File: src/rtl/io_pwr_seq_pkg.sv
// io_pwr_seq_pkg: shared types and constants for the IO pad-ring power sequencer.
//   io_pwr_state_t : sequencer FSM state encoding
//   BROWNOUT_W     : width of the optional brownout event counter
//   max_u          : elaboration-time max helper for sizing the shared counter
package io_pwr_seq_pkg;

    typedef enum logic [1:0] {
        OFF      = 2'd0,
        DEBOUNCE = 2'd1,
        HOLD_RST = 2'd2,
        READY    = 2'd3
    } io_pwr_state_t;

    localparam int unsigned BROWNOUT_W = 8;

    function automatic int unsigned max_u(input int unsigned a, input int unsigned b);
        return (a > b) ? a : b;
    endfunction

endpackage

File: src/rtl/io_sync_ff.sv
// io_sync_ff: reset-to-0 flop chain bringing an asynchronous pad-ring status bit
// into the clk domain.
//   clk : sampling clock
//   rst : synchronous active-high reset, clears the whole chain
//   d   : asynchronous input
//   q   : synchronised output, SYNC_STAGES flops after d
module io_sync_ff #(
    parameter int unsigned SYNC_STAGES = 2
) (
    input  logic clk,
    input  logic rst,
    input  logic d,
    output logic q
);

    logic [SYNC_STAGES-1:0] chain;

    // Shift chain; bit 0 is the metastability-exposed stage.
    always_ff @(posedge clk) begin
        if (rst) begin
            chain <= '0;
        end else begin
            chain <= {chain[SYNC_STAGES-2:0], d};
        end
    end

    assign q = chain[SYNC_STAGES-1];

endmodule

File: src/rtl/io_pwr_seq.sv
// io_pwr_seq: power-up sequencer for the IO pad ring.
// Synchronises and debounces VDDIO-good, then drops pad isolation followed by the
// IO-domain reset. Any supply drop or software isolation request re-isolates at once.
//   CLK          : system clock
//   RST          : synchronous active-high reset
//   VDDIO_OK     : async supply-good from the ring detector
//   SW_ISO_REQ   : level request to hold pads isolated
//   PAD_ISO      : 1 = pads isolated
//   IO_RST       : active-high reset to IO-domain logic
//   IO_READY     : 1 = sequence complete, pads live
//   BROWNOUT_CNT : saturating count of supply-drop exits from READY
//                  (only when IO_PWR_SEQ_BROWNOUT_CNT_EN is defined)
module io_pwr_seq
    import io_pwr_seq_pkg::*;
#(
    parameter int unsigned SYNC_STAGES     = 2,
    parameter int unsigned DEBOUNCE_CYCLES = 1024,
    parameter int unsigned RST_HOLD_CYCLES = 16,
    parameter int unsigned CNT_W           = $clog2(max_u(DEBOUNCE_CYCLES, RST_HOLD_CYCLES)) + 1
) (
    input  logic CLK,
    input  logic RST,
    input  logic VDDIO_OK,
    input  logic SW_ISO_REQ,
    output logic PAD_ISO,
    output logic IO_RST,
    output logic IO_READY
`ifdef IO_PWR_SEQ_BROWNOUT_CNT_EN
    ,
    output logic [BROWNOUT_W-1:0] BROWNOUT_CNT
`endif
);

    localparam logic [CNT_W-1:0] DEB_LAST  = CNT_W'(DEBOUNCE_CYCLES - 1);
    localparam logic [CNT_W-1:0] HOLD_LAST = CNT_W'(RST_HOLD_CYCLES - 1);

    logic             ok_s;
    io_pwr_state_t    state_q, state_nxt;
    logic [CNT_W-1:0] cnt_q, cnt_nxt;
    logic             iso_nxt, iorst_nxt, rdy_nxt;
    logic             abort;

    io_sync_ff #(
        .SYNC_STAGES (SYNC_STAGES)
    ) u_sync_vddio (
        .clk (CLK),
        .rst (RST),
        .d   (VDDIO_OK),
        .q   (ok_s)
    );

    // State, counter and decoded outputs; outputs are registered from the next state
    // so they change on the same edge as the state they describe.
    always_ff @(posedge CLK) begin
        if (RST) begin
            state_q  <= OFF;
            cnt_q    <= '0;
            PAD_ISO  <= 1'b1;
            IO_RST   <= 1'b1;
            IO_READY <= 1'b0;
        end else begin
            state_q  <= state_nxt;
            cnt_q    <= cnt_nxt;
            PAD_ISO  <= iso_nxt;
            IO_RST   <= iorst_nxt;
            IO_READY <= rdy_nxt;
        end
    end

    // Next-state, counter and output decode.
    always_comb begin
        state_nxt = state_q;
        cnt_nxt   = cnt_q;
        abort     = (state_q != OFF) && (!ok_s || SW_ISO_REQ);

        case (state_q)
            OFF: begin
                cnt_nxt = '0;
                if (ok_s && !SW_ISO_REQ) begin
                    state_nxt = DEBOUNCE;
                end
            end
            DEBOUNCE: begin
                if (cnt_q == DEB_LAST) begin
                    state_nxt = HOLD_RST;
                    cnt_nxt   = '0;
                end else begin
                    cnt_nxt = cnt_q + CNT_W'(1);
                end
            end
            HOLD_RST: begin
                if (cnt_q == HOLD_LAST) begin
                    state_nxt = READY;
                    cnt_nxt   = '0;
                end else begin
                    cnt_nxt = cnt_q + CNT_W'(1);
                end
            end
            READY: begin
                cnt_nxt = '0;
            end
            default: begin
                state_nxt = OFF;
                cnt_nxt   = '0;
            end
        endcase

        // Supply loss or software request beats any forward step; a debounce
        // glitch therefore restarts from zero via OFF.
        if (abort) begin
            state_nxt = OFF;
            cnt_nxt   = '0;
        end

        iso_nxt   = (state_nxt == OFF) || (state_nxt == DEBOUNCE);
        iorst_nxt = (state_nxt != READY);
        rdy_nxt   = (state_nxt == READY);
    end

`ifdef IO_PWR_SEQ_BROWNOUT_CNT_EN
    logic brownout_evt;

    // Only supply loss out of READY counts; software isolation is deliberate.
    assign brownout_evt = (state_q == READY) && !ok_s;

    // Saturating brownout counter, cleared only by reset.
    always_ff @(posedge CLK) begin
        if (RST) begin
            BROWNOUT_CNT <= '0;
        end else if (brownout_evt && (BROWNOUT_CNT != {BROWNOUT_W{1'b1}})) begin
            BROWNOUT_CNT <= BROWNOUT_CNT + BROWNOUT_W'(1);
        end
    end
`endif

endmodule

File: config.mk
export PLATFORM = sky130hd
export DESIGN_NAME = io_pwr_seq
export DESIGN_NICKNAME = d
export VERILOG_FILES = /design/src/rtl/io_pwr_seq_pkg.sv /design/src/rtl/io_sync_ff.sv /design/src/rtl/io_pwr_seq.sv
export SDC_FILE = /design/constraint.sdc
export NUM_CORES = 1
export LEC_CHECK = 0
export BUFFER_PORTS_ARGS = -buffer_cell sky130_fd_sc_hd__buf_2
export CORE_MARGIN = 2
export CORE_UTILIZATION = 50
export DETAILED_ROUTE_END_ITERATION = 7
export PLACE_DENSITY = 0.81
export SLEW_MARGIN = 10
export SYNTH_ARGS = -nofsm -noshare
export SYNTH_HDL_FRONTEND = slang
export SYNTH_SLANG_ARGS = --single-unit
File: constraint.sdc
create_clock -name CLK -period 3.4 [get_ports CLK]
set_input_delay 0.68 -clock CLK [delete_from_list [all_inputs] [get_ports CLK]]
set_output_delay 0.68 -clock CLK [all_outputs]
set_load 0.02 [all_outputs]
After elaboration in Yosys (flattened, before gate mapping)
Index checks and enable logic that the tools add are counted.
{ "totals": {"reg_bits": 18, "input_bits": 4, "out_inout_bits": 3, "elab_cells": 34} }
{ "classes": {"n_addsub": 1, "n_eq_ne": 8, "mux": 8, "reduce_logical": 11} }
{ "ops": {"columns": ["op", "count"], "rows": [
  ["11-bit one-hot mux with 3 select lines", 1],
  ["11-bit two-way mux", 2],
  ["11-bit by 1-bit adder with 11-bit output (second input constant)", 1],
  ["11-bit by 10-bit == test with 1-bit output (second input constant)", 1],
  ["11-bit by 4-bit == test with 1-bit output (second input constant)", 1],
  ["2-bit two-way mux", 4],
  ["2-bit == test (second input constant)", 3],
  ["2-bit one-hot mux with 3 select lines", 1],
  ["2-bit by 1-bit == test with 1-bit output (second input constant)", 2],
  ["2-bit logical NOT", 2],
  ["2-bit OR reduction", 2],
  ["1-bit logical AND", 2],
  ["1-bit logical NOT", 2],
  ["1-bit logical OR", 2],
  ["2-bit != test (second input constant)", 1],
  ["2-bit nonzero test", 1]
]} }

Longest topological paths before layout
Gate-level depths: netlist of run 1.
{ "logic_depth": {"ltp_word": 7, "depth_mapped": 6, "mapped_depth_nobuf": 5} }

Modules after synthesis
From an unflattened synthesis of run 1, not the netlist that was laid out.
{ "hier_totals": {"hier_cells": 71, "hier_area_um2": 719.4} }
{ "modules_own_cells": {"columns": ["module", "n_inst", "cells_each", "area_each_um2", "seq_area_each_um2"], "rows": [
  ["io_pwr_seq", 1, 67, 666.9, 320.3],
  ["io_sync_ff", 1, 4, 52.6, 40.0]
]} }

Worst setup path after synthesis of run 1
OpenSTA, ideal clock, no wires.
{ "synth_timing": {"kind": "input port to flip-flop", "start": "input SW_ISO_REQ", "end": "register cnt_q[10]", "setup_time_ps": 64, "arrival_ps": 1469, "t_required_ps": 3336, "path_slack_ps": 1867, "stages": 5, "n_path_buf": 1, "path_cell_list": "nor4b_1 nand2_1 a2bb2oi_2 buf_6 nor2_1"} }
{ "synth_via": {"elab_chain_cells": 3} }
{ "synth_lines": {"columns": ["element", "line_no", "rtl"], "rows": [
  ["start: declaration", "io_pwr_seq.sv:24", "input logic SW_ISO_REQ,"],
  ["1-bit logical OR", "io_pwr_seq.sv:74", "abort = (state_q != OFF) && (!ok_s || SW_ISO_REQ);"],
  ["1-bit logical AND", "io_pwr_seq.sv:74", null],
  ["2-bit OR reduction (no line)", null, null],
  ["end signal: assignment", "io_pwr_seq.sv:63", "cnt_q <= cnt_nxt;"],
  ["end: declaration", "io_pwr_seq.sv:39", "logic [CNT_W-1:0] cnt_q, cnt_nxt;"]
]} }
Every way passes these cells.
A chain may end at the register's enable or synchronous reset.

Worst setup path after layout of run 1
{ "layout_timing": {"start": "register cnt_q[0]", "end": "register cnt_q[10]"} }
{ "layout_via": {"elab_chain_cells": 3, "elab_cells_between_ends": 6, "cone_classes": "add/sub (1); eq/ne (2); mux (3)"} }
{ "layout_lines": {"columns": ["element", "line_no", "rtl"], "rows": [
  ["11-bit by 1-bit adder with 11-bit output, or another cell as far along", "io_pwr_seq.sv:88, io_pwr_seq.sv:96", null],
  ["11-bit two-way mux (on tied branches)", "io_pwr_seq.sv:92, io_pwr_seq.sv:84", null],
  ["11-bit one-hot mux with 3 select lines *", "io_pwr_seq.sv:76", "case (state_q)"]
]} }
Every way passes the cells marked *; elsewhere a longest branch is shown, timed or not.

==> metrics, run 1 <==
status completed; Fin. Hold Viols 0; CTS Hold Buffers Added 0; setup ws final between 1.5 and 2 ns; dpl ws 1.63 ns; row count 13; syn nets 79; CP delay by family, top simple AND/OR/NAND/NOR gates; multiplexer share of the synthesized area 0%; number of buffers added on ports 6; synthesized area 732 sq um; Worst-Margin Slew 0.467 ns; critical path launch point type flop; Worst-path clk slew 0.09 ns; area post-placement 769 sq um; clock buffer depth 2; ranking of synthesized cells by area dfxtp_1 49%, xnor2_1 7.2%, nor2_1 6.2%, nor2b_1 3.4%, nor4_4 2.9%; Max-Cap Viols 0; period utilization 51.9%; DRC 0; LEAKAGE around 0.26 nW; Max H-tree Level 1; FF+latch count, synth 18; Post-CTS Resized 0; f_max between 500 and 600 MHz; hold-critical path depth 1; nature of the critical path endpoint flop; Cells after Synth 74; Max stage delay on crit path 0.44 ns; Pwr Density 404 nW/um^2; core area approximately 1300 sq um; Slew Viols, Final 0; die width approximately 42 microns; via count ~520; Root Buffer clkbuf_4; vias in the first global route about 500; # setup viols final 0; worst-case clock skew 0.00235 ns; 1st-iter DRT viols 5; Synth cell types 27; CP Depth 5; GRT overflow 0; die footprint 1790 sq um; Post-CTS Setup Bufs 0; Max stage delay cell, worst path a2bb2oi_2; placer congestion estimate 0.732; Post-Synth XOR/XNOR Area under 10%; crit path cell chain ha_1, nand3_4, nor4_4, a2bb2oi_2, nor2_1; Critical Path Start cnt_q[0]; Area growth, synth to finish 8.21%; min-delay src u_sync_vddio.chain[0]; largest family of logic cells by synthesized area simple AND/OR/NAND/NOR gates; TritonCTS clock tree yes; first-pass GRT wire length 2.10 mm; worst reg2reg startpoint cnt_q[0]; CP required 3.57 ns; synth cell count leaders 18 x dfxtp_1, 12 x nor2_1, 6 x xnor2_1, 5 x nand2_1; Starting Density 54.9%; leading area contributor after synthesis dfxtp_1; ANT cells 0; Max IR drop VDD 269 uV; Slew headroom 68.9%; Post-synth ARST share 0%; Hold Crit Class reg -> reg; R2R depth 5; Detail Placement HPWL 869 microns; fraction of the mapped netlist area in simple logic gates between 20% and 30%; minimum clock period about 1.8 ns; Post-DRT Antenna Nets 0; Yosys warning count 0; largest net degree at the start of global routing 12; RSZ-0062 raised after global routing false; top-area cell type share of the netlist area 49.2%; critical path fanouts, max 11; DRT Pass-1 Iters 5; ys flop type dfxtp_1; Post-Route WL roughly 1.2 mm; WL per Instance 12.1 microns; vias per inst 5.39; Adder-Cell Fraction of Synth Area around 1.7%; initial antenna violation count 0; Buf+Inv Stages, Crit Path 0; synthesized area per cell roughly 9.9 sq um; Die Y roughly 42 microns; share of layout cells above drive strength 1 roughly a fifth; number of synthesized flops with an enable pin 0; CTS Buf Count 3; top-count cell post-synth dfxtp_1; Fin Setup TNS 0 ns; clock sinks 18; Seq/Total Area, Yosys 49.2%; Compound-Gate Fraction of Synth Area 7.01%; WS Path Type reg -> reg; Final nets 89; Ports 7; Clock Latency Late Sink 0.29 ns; All-Layer GR Usage 15.9%; Arr. time, crit path about 1.9 ns; design area ~790 sq um
==> sequential cells by signal (all words and copies together), names as in the netlist <==
name	count
state_q	2
PAD_ISO	1
IO_RST	1
IO_READY	1
cnt_q	11
u_sync_vddio.chain	2
==> cell usage in the layout (no fill, tap or decap) <==
master and n:
and2_2 1, buf_2 6, nor3_1 4, o21ai_0 1, nor4b_1 1, and3_2 1, nor2b_1 4, nand4_1 1
nand3_4 1, o31a_2 1, xor2_1 2, a31oi_1 1, ha_1 1, xnor2_1 6, or2_2 1, a21o_1 1
nor4_4 1, nor2_1 12, nor4_1 1, clkbuf_4 3, nor3b_1 1, inv_1 2, dfxtp_1 18, a2bb2oi_2 1
nand3_1 3, and2_1 1, o21a_1 1, nand2_1 5
==> cell type report <==
cell class	count	area, sq um
Fill cell	121	542
Sequential cell	18	360
Tap cell	15	18.8
Multi-Input combinational cell	53	353
Timing Repair Buffer	6	30.0
Clock buffer	3	22.5
Inverter	2	7.51
==> metal layers <==
metal | GRT usage (%) | share of wire (%)
met5 | 0 | 0
met3 | 5.60 | 4.1
met4 | 11.3 | 3.9
met1 | 20.5 | 49
met2 | 21.8 | 42
==> metrics by stage <==
stage | power, mW | hold slack (ns) | std cells | utilization [%]
after floorplan | 0.219 | 0.414 | 74 | -
after global placement | 0.221 | 0.422 | 94 | 57.7
after detailed placement | 0.221 | 0.429 | 94 | 57.7
after CTS | 0.320 | 0.456 | 97 | 59.4
after global routing | 0.331 | 0.467 | 97 | 59.4
final | 0.320 | 0.453 | 97 | 59.4
==> power breakdown <==
group | internal, mW | leakage (nW) | switching [mW] | total (mW)
Clock | 0.0413 | 0.0138 | 0.0619 | 0.103
Combinational | 0.00238 | 0.0965 | 0.00176 | 0.00414
Sequential | 0.212 | 0.145 | 0.000523 | 0.212
==> logic make-up after synthesis <==
kind of cell / after synthesis
DFF: 18
buffers and inverters: 3
xor gates and xnor gates: 8
adders and majority gates: 1
AOI/OAI and AO/OA: 6
and+or+nand+nor: 38
==> worst paths after layout <==
path,slack [ns],to
setup / recovery,1.64,cnt_q[10]
hold / removal,0.45,u_sync_vddio.chain[1]
setup reg to reg,1.64,cnt_q[10]
hold reg to reg,0.45,u_sync_vddio.chain[1]
Note: power is estimated with default switching activity, not from simulation.
==> run 2, diff against run 1 <==
- ABC_AREA: not set -> 1
- CORE_UTILIZATION: 50 -> 49
- PLACE_DENSITY: 0.81 -> 0.82
- clock period: 3.4 -> 1.5 ns (I/O delays scaled with it)
==> run 2 against run 1 <==
Combinational power increased to 4.9 times the previous value. Register-to-register slack got worse by 1.5 ns. Count of clock-buffer cells in the layout increased by 1. Cell count increased by 32%. Via count increased by 18%. Power increased to 2.5 times the previous value. Flip-flop and latch count unchanged. Sequential share of layout area decreased by 3.3 points. Sequential power increased by 130%. Synthesized cell count increased by 39%. Clock power increased to 2.9 times the previous value. Design area increased by 7.7%. Largest cell class unchanged. Highest routed layer unchanged.
==> metrics, run 2 <==
GR Util met2 around 25%; commonest cells after routing, fill and taps aside 24 x nor2_1, 22 x nand2_1, 18 x dfxtp_1; LEAKAGE 0.372 nW; share of layout cells above drive strength 1 14.3%; number of buffers added on ports 6; Max stage delay on crit path 0.38 ns; Area growth, synth to finish 10.4%; busiest grt layer met2; Post-synth ARST share 0%; Root Buffer clkbuf_4; first-pass GRT wire length 2.16 mm; die footprint 1910 sq um; Synth cell types 18; initial antenna violation count 0; Arr. time, crit path roughly 1.6 ns; Worst-path clk slew roughly 0.1 ns; Max stage delay cell, worst path dfxtp_1; largest net degree at the start of global routing 12; Max H-tree Level 1; CTS Buf Count 3; leading area contributor after synthesis dfxtp_1; Clock Latency Late Sink 0.30 ns; Seq/Total Area, Yosys 46.6%; Post-CTS Setup Bufs 0; Max-Cap Viols 0; RSZ-0062 raised after global routing false; Top reg by flops cnt_q; ys flop type dfxtp_1; WL per Instance 9.66 microns; most common cell after layout, fill and taps aside nor2_1; Pwr Density 944 nW/um^2; Starting Density 51.9%; vias per inst roughly 4.8; DRT Pass-1 Iters 4; FF+latch count, synth 18; Fin Setup TNS 0 ns; vias in the first global route 560; f_max 728 MHz; minimum clock period around 1.4 ns; worst-case clock skew around 0.0036 ns; status completed; Post-Route WL 1.24 mm; Max IR drop VDD roughly 510 uV; CP required 1.70 ns; critical path launch point type flop; Fin. Hold Viols 0; WS Path Type reg -> reg; syn nets 108; core area 1490 sq um; 1st-iter DRT viols 9; Die Y 43.7 microns; ANT cells 0; die width approximately 44 microns; Total Power between 0.8 and 0.9 mW; Slew Viols, Final 0; Yosys warning count 0; Largest regs cnt_q: 11 flops, state_q: 2 flops, u_sync_vddio.chain: 2 flops; top-count cell post-synth nor2_1; CTS Hold Buffers Added 0; crit path cell chain ha_1, nand3_2, nor2_1, nand2_1, nand2_1, nand2_1, nand2_4, nor2_1; synthesized area ~770 sq um; max FFs per register 11; TritonCTS clock tree yes; Slew headroom 78.7%; top-area cell type share of the netlist area 46.6%; clock sinks 18; synth cell count leaders 24 x nor2_1, 22 x nand2_1, 18 x dfxtp_1, 14 x inv_1; synthesized area per cell 7.51 sq um; All-Layer GR Usage 16.0%; clock buffer depth 2; number of synthesized flops with an enable pin 0; Ports 7; Hold Crit Class in -> reg; # setup viols final 0; GR Util met3 5.00%; critical path fanouts, max 11; Worst-Margin Slew 0.317 ns; GRT overflow 0; period utilization 91.6%; Cells after Synth 103; Detail Placement HPWL 933 microns; most used cell, CP nand2_1; met1 usage 17.6%; row count 14; placer congestion estimate between 0.8 and 0.9; Post-DRT Antenna Nets 0; Final nets roughly 120; DRC 0; ranking of synthesized cells by area dfxtp_1 47%, nor2_1 12%, nand2_1 11%, inv_1 6.8%, xor2_1 5.7%; nature of the critical path endpoint flop; via count 618
[run 2: cell types whose count changed after synthesis, moves of 3 or more]
cell | previous run | this run
nor2_1 | 12 | 24
xnor2_1 | 6 | 1
xor2_1 | 2 | 5
nand2_1 | 5 | 22
nor3_1 | 4 | 1
nor2b_1 | 4 | 0
inv_1 | 2 | 14
[run 2: through the flow]
stage / instance area (sq um) / util [%] / worst slack [ns] / hold slack [ns] / std cells
2_1_floorplan: 773 / - / 0.243 / 0.371 / 103
3_3_place_gp: 812 / 54.5 / 0.171 / 0.403 / 124
3_5_place_dp: 812 / 54.5 / 0.129 / 0.411 / 124
4_1_cts: 848 / 57.0 / 0.102 / 0.185 / 128
5_1_grt: 853 / 57.3 / 0.0222 / 0.178 / 128
6_report: 853 / 57.3 / 0.126 / 0.186 / 128
[run 2: layer usage]
metal  part of all wire [%]  wire length, microns
met5                      0                     0
met1                     47                   587
met3                    3.9                    48
met2                     46                   572
met4                    2.3                    29
[run 2: cell type report]
| type | count | area (sq um) |
|---|---|---|
| clock buffers | 4 | 36.3 |
| repair buffers | 6 | 30.0 |
| well taps | 16 | 20.0 |
| multi-input cells | 70 | 354 |
| fillers | 144 | 636 |
| inverters | 14 | 52.6 |
| flip-flops and latches | 18 | 360 |
[run 2: cells by family after synthesis]
logic type	Yosys count	synth area share [%]
buffers and inverters	15	8.25
AOI/OAI and AO/OA	4	3.72
and+or+nand+nor	59	33.0
xor gates and xnor gates	6	6.80
adders and majority gates	1	1.62
DFF	18	46.6
[run 2: path summary, 6_finish.rpt]
kind / start / end / slack, ns / cells past startpoint
min: RST / u_sync_vddio.chain[0] / 0.19 / 2
max: cnt_q[0] / cnt_q[4] / 0.13 / 8
max reg2reg: cnt_q[0] / cnt_q[4] / 0.13 / 8
min reg2reg: u_sync_vddio.chain[0] / u_sync_vddio.chain[1] / 0.42 / 2
[run 2: what timing repair did]
item	4_1_cts	5_1_grt
hold endpoints to repair	0	0
endpoints found under the setup margin	0	7
gates resized for setup	0	1
[run 2: report_power, final]
part	leakage [nW]	total, mW	switching, mW	internal, mW
combinational	0.205	0.0202	0.0121	0.00805
clock	0.0210	0.302	0.154	0.148
sequential	0.146	0.484	0.00193	0.482
total	0.372	0.806	0.168	0.638
[run 2: worst max-delay path: cells and delay by family (launching register included)]
kind,cells,cell delay (ns)
and+or+nand+nor,7,0.67
DFF,1,0.38
adders and majority gates,1,0.21
==> run 3, diff against run 2 <==
- CORE_MARGIN: 2 -> 5
==> run 3 against run 2 <==
Power down 1.1%. Clock skew up 0.0025 ns. Global-route usage down 4.5 points. Clock power down 3%. Die area up 29%. Via count up 0.81%. Core utilization down 0.42 points. Critical path depth unchanged. Sequential share of layout area about the same. Sequential power about the same.
==> metrics, run 3 (synthesis results as in run 2) <==
CTS Buf Count 3; CP delay by family, top simple AND/OR/NAND/NOR gates; Max H-tree Level 1; Pwr Density around 930 nW/um^2; vias per inst 4.87; Starting Density 51.3%; # setup viols final 0; Slew Viols, Final 0; placer congestion estimate 0.855; first-pass GRT wire length 2.22 mm; largest net degree at the start of global routing 12; die width 49.7 microns; Inst Count DP about 120; Critical Path Start cnt_q[1]; Post-CTS Setup Bufs 0; share of layout cells above drive strength 1 between 10% and 20%; clock power share 36.7%; CTS Hold Buffers Added 0; CP required ~1.7 ns; vias in the first global route ~550; Root Buffer clkbuf_4; Fin. Hold Viols 0; crit path cell chain ha_1, nand3_2, inv_1, nand3_2, nand2_2, nand2_1, nand2_4, nor2_1; Final nets 118; Max IR drop VDD 518 uV; combinational power share 2.6%; Max stage delay on crit path 0.36 ns; GRT overflow 0; worst-case clock skew 0.00616 ns; Worst-path clk slew 0.09 ns; clock sinks 18; die footprint 2470 sq um; via count 623; Arr. time, crit path 1.51 ns; Sw Ratio about a fifth; DRT Pass-1 Iters 4; Worst-Margin Slew 0.266 ns; f_max 756 MHz; TritonCTS clock tree yes; Largest regs cnt_q: 11 flops, state_q: 2 flops, u_sync_vddio.chain: 2 flops; DRC 0; max FFs per register 11; non-filler instance count after layout between 100 and 150; initial antenna violation count 0; Fin Setup TNS 0 ns; row count 14; Buf+Inv Stages, Crit Path 1; nature of the critical path endpoint flop; commonest cells after routing, fill and taps aside 23 x nor2_1, 22 x nand2_1, 17 x dfxtp_1; worst reg2reg startpoint cnt_q[1]; internal power 0.638 mW; Post-CTS Resized 0; clock buffer depth 2; Hold Worst Slack ~0.19 ns; Die Y 49.7 microns; Post-Route WL 1.22 mm; Max stage delay cell, worst path dfxtp_1; utilization after layout a little under three fifths; 1st-iter DRT viols 9; area post-placement around 810 sq um; WS Path Type reg -> reg; Hold Crit Class in -> reg; number of buffers added on ports 6; Slew headroom 82.1%; min-delay src RST; minimum clock period roughly 1.3 ns; critical path launch point type flop; ANT cells 0; Area growth, synth to finish 10.8%; most common cell after layout, fill and taps aside nor2_1; most used cell, CP nand3_2; Clock Latency Late Sink slightly below 0.3 ns; RSZ-0062 raised after global routing false; period utilization 88.2%; Ports 7; Post-DRT Antenna Nets 0; design area 857 sq um; LEAKAGE 0.372 nW; critical path fanouts, max 11; WL per Instance between 9 and 10 microns; Top reg by flops cnt_q; core area 1510 sq um; status completed; net load switching power 0.159 mW; Max-Cap Viols 0; Detail Placement HPWL 970 microns; register share of total power 60.7%; All-Layer GR Usage 11.5%
## run 3: layer usage
layer | track usage (%) | vias up | share of wire, %
met5 | 0 | - | 0
met2 | 17.2 | 6 | 48
met4 | 6.55 | 0 | 0.90
met3 | 3.61 | 2 | 3.6
li1 | - | 333 | -
met1 | 14.5 | 282 | 47
## run 3: final cells by class
cell class / instances / area [sq um]
Timing Repair Buffer: 6 / 30.0
Fill cell: 148 / 649
Inverter: 14 / 52.6
Multi-Input combinational cell: 70 / 357
Sequential cell: 18 / 362
Clock buffer: 4 / 36.3
Tap cell: 16 / 20.0
## run 3: worst paths after layout
check	end	slack (ns)	cells past startpoint
worst max-delay path	cnt_q[0]	0.18	8
worst max register to register	cnt_q[0]	0.18	8
worst min-delay path	u_sync_vddio.chain[0]	0.19	2
worst min register to register	cnt_q[0]	0.43	1
## run 3: metrics by stage
| step | total power [mW] | setup slack, ns |
|---|---|---|
| floorplan | 0.508 | 0.243 |
| global placement | 0.513 | 0.169 |
| detailed placement | 0.514 | 0.131 |
| CTS | 0.802 | 0.117 |
| global route | 0.837 | 0.0201 |
| finish | 0.797 | 0.177 |
## run 3: power by group through the flow
stage	registers, mW	clock network [mW]	logic [mW]
finish	0.484	0.292	0.0206
global route	0.484	0.328	0.0239
detailed placement	0.495	0	0.0197
CTS	0.484	0.299	0.0197
floorplan	0.494	0	0.0136
global placement	0.494	0	0.0188
